[src/rtl/hazard_pkg.sv]
`default_nettype none
// ============================================================================
// Module      : hazard_pkg
// Description : Shared types and default sizes for the load-use / miss
//               hazard scoreboard.
// Revision    : 1.0 - initial release
// ============================================================================
package hazard_pkg;

    localparam int c_REG_W_DEFAULT        = 5;
    localparam int c_MISS_TIMEOUT_DEFAULT = 64;
    localparam int c_CNT_W_DEFAULT        = 16;

    typedef enum logic [0:0] {
        ST_IDLE = 1'b0,
        ST_MISS = 1'b1
    } miss_state_t;

endpackage : hazard_pkg
`default_nettype wire

[src/rtl/hazard_miss_fsm.sv]
`default_nettype none
// ============================================================================
// Module      : hazard_miss_fsm
// Description : D-cache miss tracker: stall_mem generation, miss timeout
//               watchdog and saturating miss counter.
// Revision    : 1.0 - initial release
// ============================================================================
module hazard_miss_fsm
    import hazard_pkg::*;
#(
    parameter int MISS_TIMEOUT = c_MISS_TIMEOUT_DEFAULT,
    parameter int CNT_W        = c_CNT_W_DEFAULT
) (
    input  logic             clk,
    input  logic             rst_n,
    input  logic             i_mem_load_valid,
    input  logic             i_cache_hit,
    input  logic             i_refill_done,
    output logic             o_stall_mem,
    output logic [CNT_W-1:0] o_miss_count,
    output logic             o_timeout_err
);

    localparam int               c_TW           = $clog2(MISS_TIMEOUT + 1);
    localparam logic [c_TW-1:0]  c_TIMEOUT_LAST = c_TW'(MISS_TIMEOUT - 1);
    localparam logic [c_TW-1:0]  c_TMO_ONE      = c_TW'(1);
    localparam logic [CNT_W-1:0] c_CNT_ONE      = CNT_W'(1);
    localparam logic [CNT_W-1:0] c_CNT_MAX      = '1;

    miss_state_t      r_state;
    miss_state_t      w_next;
    logic             w_miss_start;
    logic             w_stall_mem;
    logic [c_TW-1:0]  r_tmo_cnt;
    logic             r_timeout;
    logic [CNT_W-1:0] r_miss_count;

    always_comb begin
        w_next       = r_state;
        w_miss_start = 1'b0;
        w_stall_mem  = 1'b0;
        case (r_state)
            ST_IDLE: begin
                // Stall in the same cycle the miss is seen, before the FSM moves.
                if (i_mem_load_valid && !i_cache_hit) begin
                    w_next       = ST_MISS;
                    w_miss_start = 1'b1;
                    w_stall_mem  = 1'b1;
                end
            end
            ST_MISS: begin
                w_stall_mem = 1'b1;
                if (i_refill_done) begin
                    w_next = ST_IDLE;
                end
            end
            default: w_next = ST_IDLE;
        endcase
    end

    always_ff @(posedge clk or negedge rst_n) begin
        if (!rst_n) begin
            r_state      <= ST_IDLE;
            r_tmo_cnt    <= '0;
            r_timeout    <= 1'b0;
            r_miss_count <= '0;
        end else begin
            r_state <= w_next;
            if (w_miss_start) begin
                r_tmo_cnt <= '0;
                if (r_miss_count != c_CNT_MAX) begin
                    r_miss_count <= r_miss_count + c_CNT_ONE;
                end
            end else if (r_state == ST_MISS) begin
                // Timeout only flags the condition; the refill still ends the miss.
                if (r_tmo_cnt == c_TIMEOUT_LAST) begin
                    r_timeout <= 1'b1;
                end else begin
                    r_tmo_cnt <= r_tmo_cnt + c_TMO_ONE;
                end
            end
        end
    end

    assign o_stall_mem   = w_stall_mem;
    assign o_miss_count  = r_miss_count;
    assign o_timeout_err = r_timeout;

endmodule : hazard_miss_fsm
`default_nettype wire

[src/rtl/hazard_scoreboard.sv]
`default_nettype none
// ============================================================================
// Module      : hazard_scoreboard
// Description : Load-use busy-bit scoreboard and pipeline stall/flush control
//               for a classic 5-stage pipeline with a blocking D-cache.
// Revision    : 1.0 - initial release
// ============================================================================
module hazard_scoreboard
    import hazard_pkg::*;
#(
    parameter int REG_W        = c_REG_W_DEFAULT,
    parameter int MISS_TIMEOUT = c_MISS_TIMEOUT_DEFAULT,
    parameter int CNT_W        = c_CNT_W_DEFAULT
) (
    input  logic             clk,
    input  logic             rst_n,
    input  logic             issue_valid,
    input  logic             issue_is_load,
    input  logic [REG_W-1:0] issue_rd,
    input  logic [REG_W-1:0] id_rs1,
    input  logic [REG_W-1:0] id_rs2,
    input  logic             id_rs1_used,
    input  logic             id_rs2_used,
    input  logic             mem_load_valid,
    input  logic             cache_hit,
    input  logic             refill_done,
    input  logic             wb_valid,
    input  logic [REG_W-1:0] wb_rd,
    input  logic             branch_taken,
    output logic             stall_if,
    output logic             stall_id,
    output logic             bubble_ex,
    output logic             stall_mem,
    output logic             flush_id,
    output logic [CNT_W-1:0] miss_count,
    output logic             timeout_err
);

    localparam int c_NREGS = 2 ** REG_W;

    logic [c_NREGS-1:0] r_busy;
    logic               w_hz_rs1;
    logic               w_hz_rs2;
    logic               w_load_use;
    logic               w_stall_mem;
    logic               w_flush_id;
    logic               w_stall_id;
    logic               w_busy_set;

    hazard_miss_fsm #(
        .MISS_TIMEOUT (MISS_TIMEOUT),
        .CNT_W        (CNT_W)
    ) u_miss_fsm (
        .clk              (clk),
        .rst_n            (rst_n),
        .i_mem_load_valid (mem_load_valid),
        .i_cache_hit      (cache_hit),
        .i_refill_done    (refill_done),
        .o_stall_mem      (w_stall_mem),
        .o_miss_count     (miss_count),
        .o_timeout_err    (timeout_err)
    );

    // A result being written back this cycle is forwarded, so it is not a hazard.
    assign w_hz_rs1   = id_rs1_used && (id_rs1 != '0) && r_busy[id_rs1]
                        && !(wb_valid && (wb_rd == id_rs1));
    assign w_hz_rs2   = id_rs2_used && (id_rs2 != '0) && r_busy[id_rs2]
                        && !(wb_valid && (wb_rd == id_rs2));
    assign w_load_use = w_hz_rs1 || w_hz_rs2;

    assign w_flush_id = branch_taken && !w_stall_mem;
    assign w_stall_id = w_stall_mem || (w_load_use && !w_flush_id);
    assign w_busy_set = issue_valid && issue_is_load && (issue_rd != '0)
                        && !w_stall_id && !w_flush_id && !w_stall_mem;

    always_ff @(posedge clk or negedge rst_n) begin
        if (!rst_n) begin
            r_busy <= '0;
        end else begin
            if (wb_valid) begin
                r_busy[wb_rd] <= 1'b0;
            end
            // Later assignment wins: a set in the same cycle as a clear keeps the bit.
            if (w_busy_set) begin
                r_busy[issue_rd] <= 1'b1;
            end
        end
    end

    assign stall_mem = w_stall_mem;
    assign flush_id  = w_flush_id;
    assign stall_id  = w_stall_id;
    assign stall_if  = w_stall_id;
    assign bubble_ex = !w_stall_mem && (w_flush_id || w_load_use);

endmodule : hazard_scoreboard
`default_nettype wire

[config.mk]
export PLATFORM = sky130hd
export DESIGN_NAME = hazard_scoreboard
export DESIGN_NICKNAME = d
export VERILOG_FILES = /design/src/rtl/hazard_pkg.sv /design/src/rtl/hazard_miss_fsm.sv /design/src/rtl/hazard_scoreboard.sv
export SDC_FILE = /design/constraint.sdc
export NUM_CORES = 1
export LEC_CHECK = 0
export CAP_MARGIN = 20
export CORE_ASPECT_RATIO = 1.25
export CORE_MARGIN = 10
export CORE_UTILIZATION = 35
export DETAILED_ROUTE_END_ITERATION = 12
export GPL_TIMING_DRIVEN = 0
export PLACE_DENSITY = 0.57
export SLEW_MARGIN = 20
export SYNTH_ARGS = -nofsm -noshare
export SYNTH_HDL_FRONTEND = slang
export SYNTH_SLANG_ARGS = --single-unit
export TNS_END_PERCENT = 10
[constraint.sdc]
create_clock -name clk -period 8.2 [get_ports clk]
set_input_delay 1.64 -clock clk [delete_from_list [all_inputs] [get_ports clk]]
set_output_delay 1.64 -clock clk [all_outputs]
set_load 0.03 [all_outputs]
# Word level (Yosys, flattened, before mapping)
# Cells that the tools add are included.
[word_totals] register_bits=57 out_inout_bits=22
[classes] addsub=2 magnitude_cmp=6 eq_ne=5 muxes=18 bitwise_logic=5 n_reduce_logical=35
[op_table] operator="$mux W32" n=2
[op_table] operator="$and A32 B32 Y32" n=1
[op_table] operator="$not A32 Y32" n=1
[op_table] operator="$or A32 B32 Y32" n=1
[op_table] operator="$lt A5 B6 Y1 const B" n=4
[op_table] operator="$mux W7" n=3
[op_table] operator="$logic_and A1 B1 Y1" n=19
[op_table] operator="$add A16 B1 Y16 const B" n=1
[op_table] operator="$ne A16 B16 Y1 const B" n=1
[op_table] operator="$reduce_bool A5 Y1" n=3
[op_table] operator="$bmux W1 S5" n=2
[op_table] operator="$demux W1 S5" n=2
[op_table] operator="$eq A5 B5 Y1" n=2
[op_table] operator="$ge A5 B1 Y1 const B" n=2
[op_table] operator="$add A7 B1 Y7 const B" n=1
[op_table] operator="$eq A7 B6 Y1 const B" n=1
[op_table] operator="$mux W1" n=7
[op_table] operator="$logic_not A1 Y1" n=6
[op_table] operator="$pmux W1 S2" n=2
[op_table] operator="$reduce_and A2 Y1" n=2
[op_table] operator="$logic_or A1 B1 Y1" n=3
[op_table] operator="$reduce_and A3 Y1" n=1
[op_table] operator="$ne A2 B1 Y1 const B" n=1
[op_table] operator="$not A1 Y1" n=2
[op_table] operator="$reduce_bool A2 Y1" n=1

# Logic depth before layout (Yosys ltp)
[depth] word_depth=14 ltp_mapped=9 depth_no_buf=7

# Cells and area by module
# From an unflattened synthesis, not the netlist that was laid out.
[hier_totals] cells_unflattened=332 hier_area_um2=3430.8
[modules_own_cells] module="hazard_scoreboard" instances=1 cells_per_inst=217 area_per_inst_um2=2190.9 seq_area_each_um2=800.8
[modules_own_cells] module="hazard_miss_fsm" instances=1 cells_per_inst=115 area_per_inst_um2=1239.9 seq_area_each_um2=625.6

# Worst setup path after synthesis
# No wires, ideal clock.
[synth_path] path_type="input to output" start="input id_rs1[0]" end="output stall_if" t_arrival_ps=3551 setup_slack_ps=3009 cell_stages=8 path_cell_list="buf_6 -> mux4_2 -> or4b_1 -> nand3_2 -> o31ai_4 -> buf_6 -> a21o_1 -> buf_4"
[synth_between] elab_chain_len=7
[synth_rtl] element="start: declaration" line="hazard_scoreboard.sv:20" rtl="input logic [REG_W-1:0] id_rs1,"
[synth_rtl] element="$bmux W1 S5, or another cell as far along" line="hazard_scoreboard.sv:65" rtl="assign w_hz_rs1 = id_rs1_used && (id_rs1 != '0) && r_busy[id_rs1]"
[synth_rtl] element="$mux W1 (not written as such), or another cell as far along" line="hazard_scoreboard.sv:65"
[synth_rtl] element="$logic_and A1 B1 Y1 / $logic_not A1 Y1 (equally long branches)" line="hazard_scoreboard.sv:65, hazard_scoreboard.sv:66"
[synth_rtl] element="$logic_and A1 B1 Y1 (*)" line="hazard_scoreboard.sv:66" rtl="&& !(wb_valid && (wb_rd == id_rs1));"
[synth_rtl] element="$logic_or A1 B1 Y1 (*)" line="hazard_scoreboard.sv:69" rtl="assign w_load_use = w_hz_rs1 || w_hz_rs2;"
[synth_rtl] element="$logic_and A1 B1 Y1 (*)" line="hazard_scoreboard.sv:72" rtl="assign w_stall_id = w_stall_mem || (w_load_use && !w_flush_id);"
[synth_rtl] element="$logic_or A1 B1 Y1 (*)" line="hazard_scoreboard.sv:72"
[synth_rtl] element="end: declaration" line="hazard_scoreboard.sv:30" rtl="output logic stall_if,"
# Every way passes the cells marked *; elsewhere a longest branch is shown, timed or not. The select of a mux whose other input is x is not followed.

# Worst setup path in the final report
[layout_path] start="input id_rs1[2]" end="output stall_if"
# Same word-level chain as after synthesis.

==> results.txt <==
----------------------------------------------------
[Layout]
  Filler instances ... 929
  Final Non-Filler Cells ... 514
  Number of antenna diodes ... 0
  Fraction of layout cells with a size suffix above 1 ... 0.119
  Nets ... 416
  Area growth from synthesis to layout ... 28.5%

[Synth]
  Post-synthesis sequential area ratio ... 0.416
  Share of the synthesized area in the top cell type ... 0.416
  Avg Cell Area, Syn ... 10.5 um2
  Syn Inst Count ... 326
  Cell with the most instances after synthesis ... dfrtp_1
  Cell types occupying the most area after synthesis ... dfrtp_1 42%, o41ai_1 6.4%, o21ai_0 5.6%, mux4_1 4.6%, mux4_2 4.6%
  Cell type with the largest total area after synthesis ... dfrtp_1
  Primary FF master, synth ... dfrtp_1
  Post-Synthesis Cell Area ... 3430 um2
  Yosys warnings ... 0
  Count of unique library cells instantiated by Yosys ... 47
  Leading post-synthesis cells by instance count ... 57 x dfrtp_1, 38 x o21ai_0, 25 x o41ai_1
  FFs w/ async S/R, synth ... 1.00
  Flip-flop and latch count after synthesis ... 57
  Count of flip-flops with a built-in enable after synthesis ... 0
  Syn_nets ... 359

[Worst setup path]
  Maximum cell stage delay along the critical path ... 0.66 ns
  Cell with the largest stage delay on the worst path ... clkdlybuf4s50_1
  Critical path class ... input port to output pin
  Highest fanout seen on the critical path ... 10
  Critical Path Source Type ... input port
  FF-to-FF setup slack ... 5.74 ns
  R2r worst-path depth ... 6
  Worst Path Arrival ... 4.79 ns
  Required time at the endpoint of the critical path ... 6.56 ns
  R2r endpoint ... r_busy[10]$_DFF_PN0_
  Kind of end point of the critical path ... output pin
  Crit-path leading delay family ... buffers and inverters
  Worst path cell trace ... clkdlybuf4s50_1 -> clkbuf_1 -> mux4_1 -> nor3_1 -> nor3_1 -> a21oi_1 -> o31ai_4 -> buf_6 -> a21o_1 -> buf_4 -> clkdlybuf4s50_1
  Worst flop-to-flop path startpoint ... u_miss_fsm.r_state$_DFF_PN0_
  Number of buffer and inverter stages on the critical path ... 5

[Timing]
  Max Clock Skew ... 0.00698 ns
  Setup repair after global routing missed its margin ... no
  Final Hold Violating Endpoints ... 0
  Slew @ Worst Pin ... 0.694 ns
  Highest Clock Rate ... 156 MHz
  Setup-violating endpoint count in the final report ... 0
  Slew Limit Fails ... 0
  Final min period ... 6.43 ns
  Worst hold margin ... 0.453 ns
  Worst max-slew margin expressed relative to the limit ... 0.534
  Final period util ... 0.784
  Sum of negative setup slack ... 0 ns

[Clock tree]
  Number of H-tree levels ... 3
  CTS Buffer Depth ... 2
  Clock slew at the register clock pins of the worst setup and hold paths ... 0.05 ns
  CTS tree ... built
  Sinks on the clock net ... 57
  Number of buffers added by the clock tree synthesis step ... 9
  Hold-fix buffers, CTS ... 0
  Number of post-CTS setup repair buffers ... 0
  Gates resized, CTS repair ... 0
  Clk_lat worst skew ... 0.33 ns
  Cell chosen for the clock root ... clkbuf_16

[Floorplanning]
  Height of the die ... 131 um
  Cell Rows ... 40
  Starting utilization of the core area ... 0.357
  Die X ... 108 um
  Die ar. ... 14200 um2
  Area of the placeable core ... 9610 um2
  Count of boundary I/O pins ... 53

[Status]
  Outcome ... finished clean

[Run]
  Max-capacitance violation count ... 0

[Global routing]
  Largest net degree at the start of global routing ... 52
  Total routing resource utilization after global routing ... 0.150
  Number of antenna violations at the first check in global routing ... 0
  Vias in the first global route ... 3110
  Overflow left after global routing ... 0
  First-pass GRT wire length ... 16.6 mm

[Min path]
  Origin of the worst min-delay path ... u_miss_fsm.o_timeout_err$_DFFE_PN0P_
  Cell depth of the worst min-delay path ... 1
  Type of the worst min-delay path ... flip-flop to flip-flop
  Destination of the worst hold path ... u_miss_fsm.o_timeout_err$_DFFE_PN0P_

[Placement]
  Count of input and output buffers ... 45
  Routability cong. ... 0.880
  HPWL after detailed placement ... 7.13 mm
  # placed instances ... 498

[Routing]
  DR pass1 iterations ... 5
  Starting DRT DRC Count ... 187
  Routed via count ... 2981
  Number of vias per cell after detailed routing ... 5.80
  Wire length per cell after detailed routing ... 19.9 um
  Number of antenna-violating nets in the routed design ... 0
  Total length of routed wires ... 10.2 mm
  Number of remaining DRC errors ... 0

[Pwr]
  Overall power after layout ... 0.00101 W
  Peak supply drop ... 164 uV
  Static leakage power ... 1.83 nW
  Power density over the cells ... 230 nW/um2

----------------------------------------------------
## worst register-to-register path, delay by kind of cell (launching register included)
kind	cells	cell delay [ns]
and+or+nand+nor	2	0.69
DFF	1	0.35
AOI/OAI and AO/OA	1	0.42
buffers and inverters	3	0.87
## how the worst max path moves through the flow
stage	startpoint	end	cells past startpoint
3_3_place_gp	id_rs1[2]	stall_if	11
2_1_floorplan	id_rs1[0]	stall_if	8
5_1_grt	id_rs1[2]	stall_if	11
6_report	id_rs1[2]	stall_if	11
3_5_place_dp	id_rs1[2]	stall_if	11
4_1_cts	id_rs1[2]	stall_if	11
## flip-flops by register name, indices dropped and copies added, names as in the netlist
name and flops:
r_busy 32, u_miss_fsm.o_miss_count 16, u_miss_fsm.o_timeout_err 1, u_miss_fsm.r_state 1
u_miss_fsm.r_tmo_cnt 7
## power by group
part	leakage, nW	total (W)	switching (W)	internal [W]
registers	0.766	0.000352	0.0000368	0.000315
logic	0.905	0.000222	0.000125	0.0000967
clock network	0.162	0.000437	0.000140	0.000296
total	1.83	0.00101	0.000302	0.000709
## layout make-up
class	instances	area, um2	area share
flip-flops and latches	57	1430	0.324
well taps	126	158	0.0358
multi-input cells	239	1850	0.420
plain buffers	23	124	0.0281
clock buffers	9	225	0.0512
clock inverters	7	119	0.0270
repair buffers	46	475	0.108
inverters	7	26.3	0.00597
## stage by stage
| stage | instance area (um2) | util | setup slack, ns |
|---|---|---|---|
| floorplan | 3430 | - | 3.01 |
| global placement | 4030 | 0.420 | 1.75 |
| detailed placement | 4060 | 0.422 | 1.76 |
| CTS | 4400 | 0.458 | 1.74 |
| global route | 4400 | 0.458 | 1.50 |
| finish | 4400 | 0.458 | 1.77 |
## per-layer routing
metal  wire length [um]  up-vias  track usage
li1                   -     1359            -
met1               4290     1471        0.183
met2               4790      130        0.239
met3                912       21       0.0529
met4                234        0       0.0552
met5                  0        -            0
## cell families (layout without fill, tap and decap cells)
family,Yosys count,count (layout),share of synthesized area
mux,23,23,0.122
simple gates,101,101,0.162
fa+ha+maj,2,2,0.00730
xor+xnor,28,28,0.0716
flops,57,57,0.416
buf+inv,30,92,0.0438
compound gates,85,85,0.177
## cell usage in the layout, fill, tap and decap left out, drive strengths merged, types with 9 or more instances in the layout
master,count
buf,11
clkbuf,23
clkdlybuf4s50,44
dfrtp,57
mux2i,9
mux4,13
nand2,18
nand3,12
nand3b,11
nor2,19
o21ai,38
o41ai,28
xnor2,11
xor2,17
No activity file was read; power rests on OpenSTA's default activity.
==> variant, RTL diff (config.mk and constraints unchanged) <==
Put a register stage on the output `miss_count`, with the module's reset. The value now appears one clock later. The other outputs are not delayed to match.
--- a/src/rtl/hazard_scoreboard.sv
+++ b/src/rtl/hazard_scoreboard.sv
@@ -38,6 +38,8 @@
 
     localparam int c_NREGS = 2 ** REG_W;
 
+    logic [CNT_W-1:0] miss_count_d;
+
     logic [c_NREGS-1:0] r_busy;
     logic               w_hz_rs1;
     logic               w_hz_rs2;
@@ -57,7 +59,7 @@
         .i_cache_hit      (cache_hit),
         .i_refill_done    (refill_done),
         .o_stall_mem      (w_stall_mem),
-        .o_miss_count     (miss_count),
+        .o_miss_count     (miss_count_d),
         .o_timeout_err    (timeout_err)
     );
 
@@ -93,6 +95,14 @@
     assign stall_if  = w_stall_id;
     assign bubble_ex = !w_stall_mem && (w_flush_id || w_load_use);
 
+    always_ff @(posedge clk or negedge rst_n) begin
+        if (!rst_n) begin
+            miss_count <= '0;
+        end else begin
+            miss_count <= miss_count_d;
+        end
+    end
+
 endmodule : hazard_scoreboard
 `default_nettype wire
 
Function: changed (Yosys sat finds a counterexample within 4 cycles, from zero or initial values and one cycle with rst_n low).
==> variant against the unedited design <==
- design area grew 8.2%
- fmax shrank 0.64%
- hold slack lost 29 ps
- critical endpoint unchanged
- worst setup slack lost 42 ps
- largest cell class unchanged
- synthesized area grew 11%
- routed wire length grew 4.8%
- first-iteration DRC count shrank 17%
- sequential share of layout area grew 6.0 points
- sequential cell count grew 16
- non-clock buffer count shrank 3
- total power grew 6.8%
==> variant: results (changes against the unedited design) <==
metric	value	unit	change
Total GRT Usage	13.76	%	-1.3 points
synth top area cells	dfrtp_1, o41ai_1, mux4_2, o21ai_0, xor2_1		
mux contribution to synthesized area	10.24	%	-1.9 points
router iterations before antenna repair	4		-1
die area	15500	um^2	+9.4%
DP Area	4454	um^2	+9.7%
gate count after technology mapping	334		+2.5%
layout cells sized above 1	12.12	%	+0.27 points
Mapped Nets	367		+2.2%
Vias	3032		+1.7%
Inserted Clock Buffers	9		unchanged
pin count of the biggest net entering global routing	54		+3.8%
Non-CTS buffers	66		-4.3%
first-pass GRT wire length	16.99	mm	+2.1%
slew at the pin with the worst max-slew slack	678.1	ps	-15.90 ps
Hold Path Depth	0		-1
clk tree area frac	6.463	%	-1.4 points
Clock Skews	7.637	ps	+0.6538 ps
Layout area overhead	24.87	%	
net switching power	0.3209	mW	+6.2%
Multi-input gate area	1841	um^2	-0.47%
Fillers	990		+6.6%
Tmin final	6469	ps	+41.54 ps
multi-input logic cell count	234		-2.1%
Synth Area in Compound Gates	16.37	%	-1.3 points
status	complete, no violations		
Top FF cell, synth	dfrtp_1		
worst flop-to-flop path endpoint	r_busy[11]$_DFF_PN0_		
Worst R2R Setup Slack	5890	ps	+150 ps
clock buf count	12		+3
Pleak	2.005	nW	+9.4%
Seq power	0.451	mW	+28%
Max VDD drop	222.7	uV	+36%
overall power	1.080	mW	+6.8%
pre-CTS setup slack	1707	ps	-53.70 ps
Final non-clock buffer share	12.51	%	-1.1 points
Worst R2R Start	r_busy[16]$_DFF_PN0_		
Worst path slowest cell	o41ai_4		
DRT iter0 DRCs	155		-17%
post-synthesis register bit count	73		+28%
worst stage delay on the critical path	700	ps	+40 ps
clock-net power	0.401	mW	-8.2%
sequential cell area share	38.36	%	+6.0 points
WP data arrival	4830	ps	+40 ps
Total Wirelength	10.72	mm	+4.8%
post-detail-place hpwl	7.588	mm	+6.4%
Worst Hold End	miss_count[13]$_DFF_PN0_		
commonest cells in the netlist	dfrtp_1, o21ai_0, o41ai_1		
Critical Path Start	id_rs2[1]		
Non-Filler Instances	528		+2.7%
Hold Path Origin	u_miss_fsm.o_miss_count[13]$_DFFE_PN0P_		
post-synthesis sequential area ratio	47.90	%	+6.3 points
Post-Synth XOR/XNOR Area	6.660	%	-0.50 points
variant: changes by cell type after synthesis, moves of 3 or more:
cell and delta:
clkbuf_1 -3, dfrtp_1 +16, mux2i_1 -3, nand3_1 +3, nor2_1 -3, nor3_1 -3
variant: cells by family (layout without fill, tap and decap cells):
logic type      Yosys count  in the layout
compound gates           85             85
xor+xnor                 29             29
fa+ha+maj                 2              2
buf+inv                  27             89
flops                    73             73
mux                      21             21
simple gates             97             97
variant: layer usage:
| layer | wire length, um | track usage, % | vias to the layer above |
|---|---|---|---|
| met2 | 5327 | 23.21 | 114 |
| met3 | 761 | 4.161 | 20 |
| met5 | 0 | 0 | - |
| met1 | 4452 | 16.15 | 1507 |
| met4 | 178 | 5.014 | 0 |
| li1 | - | - | 1391 |
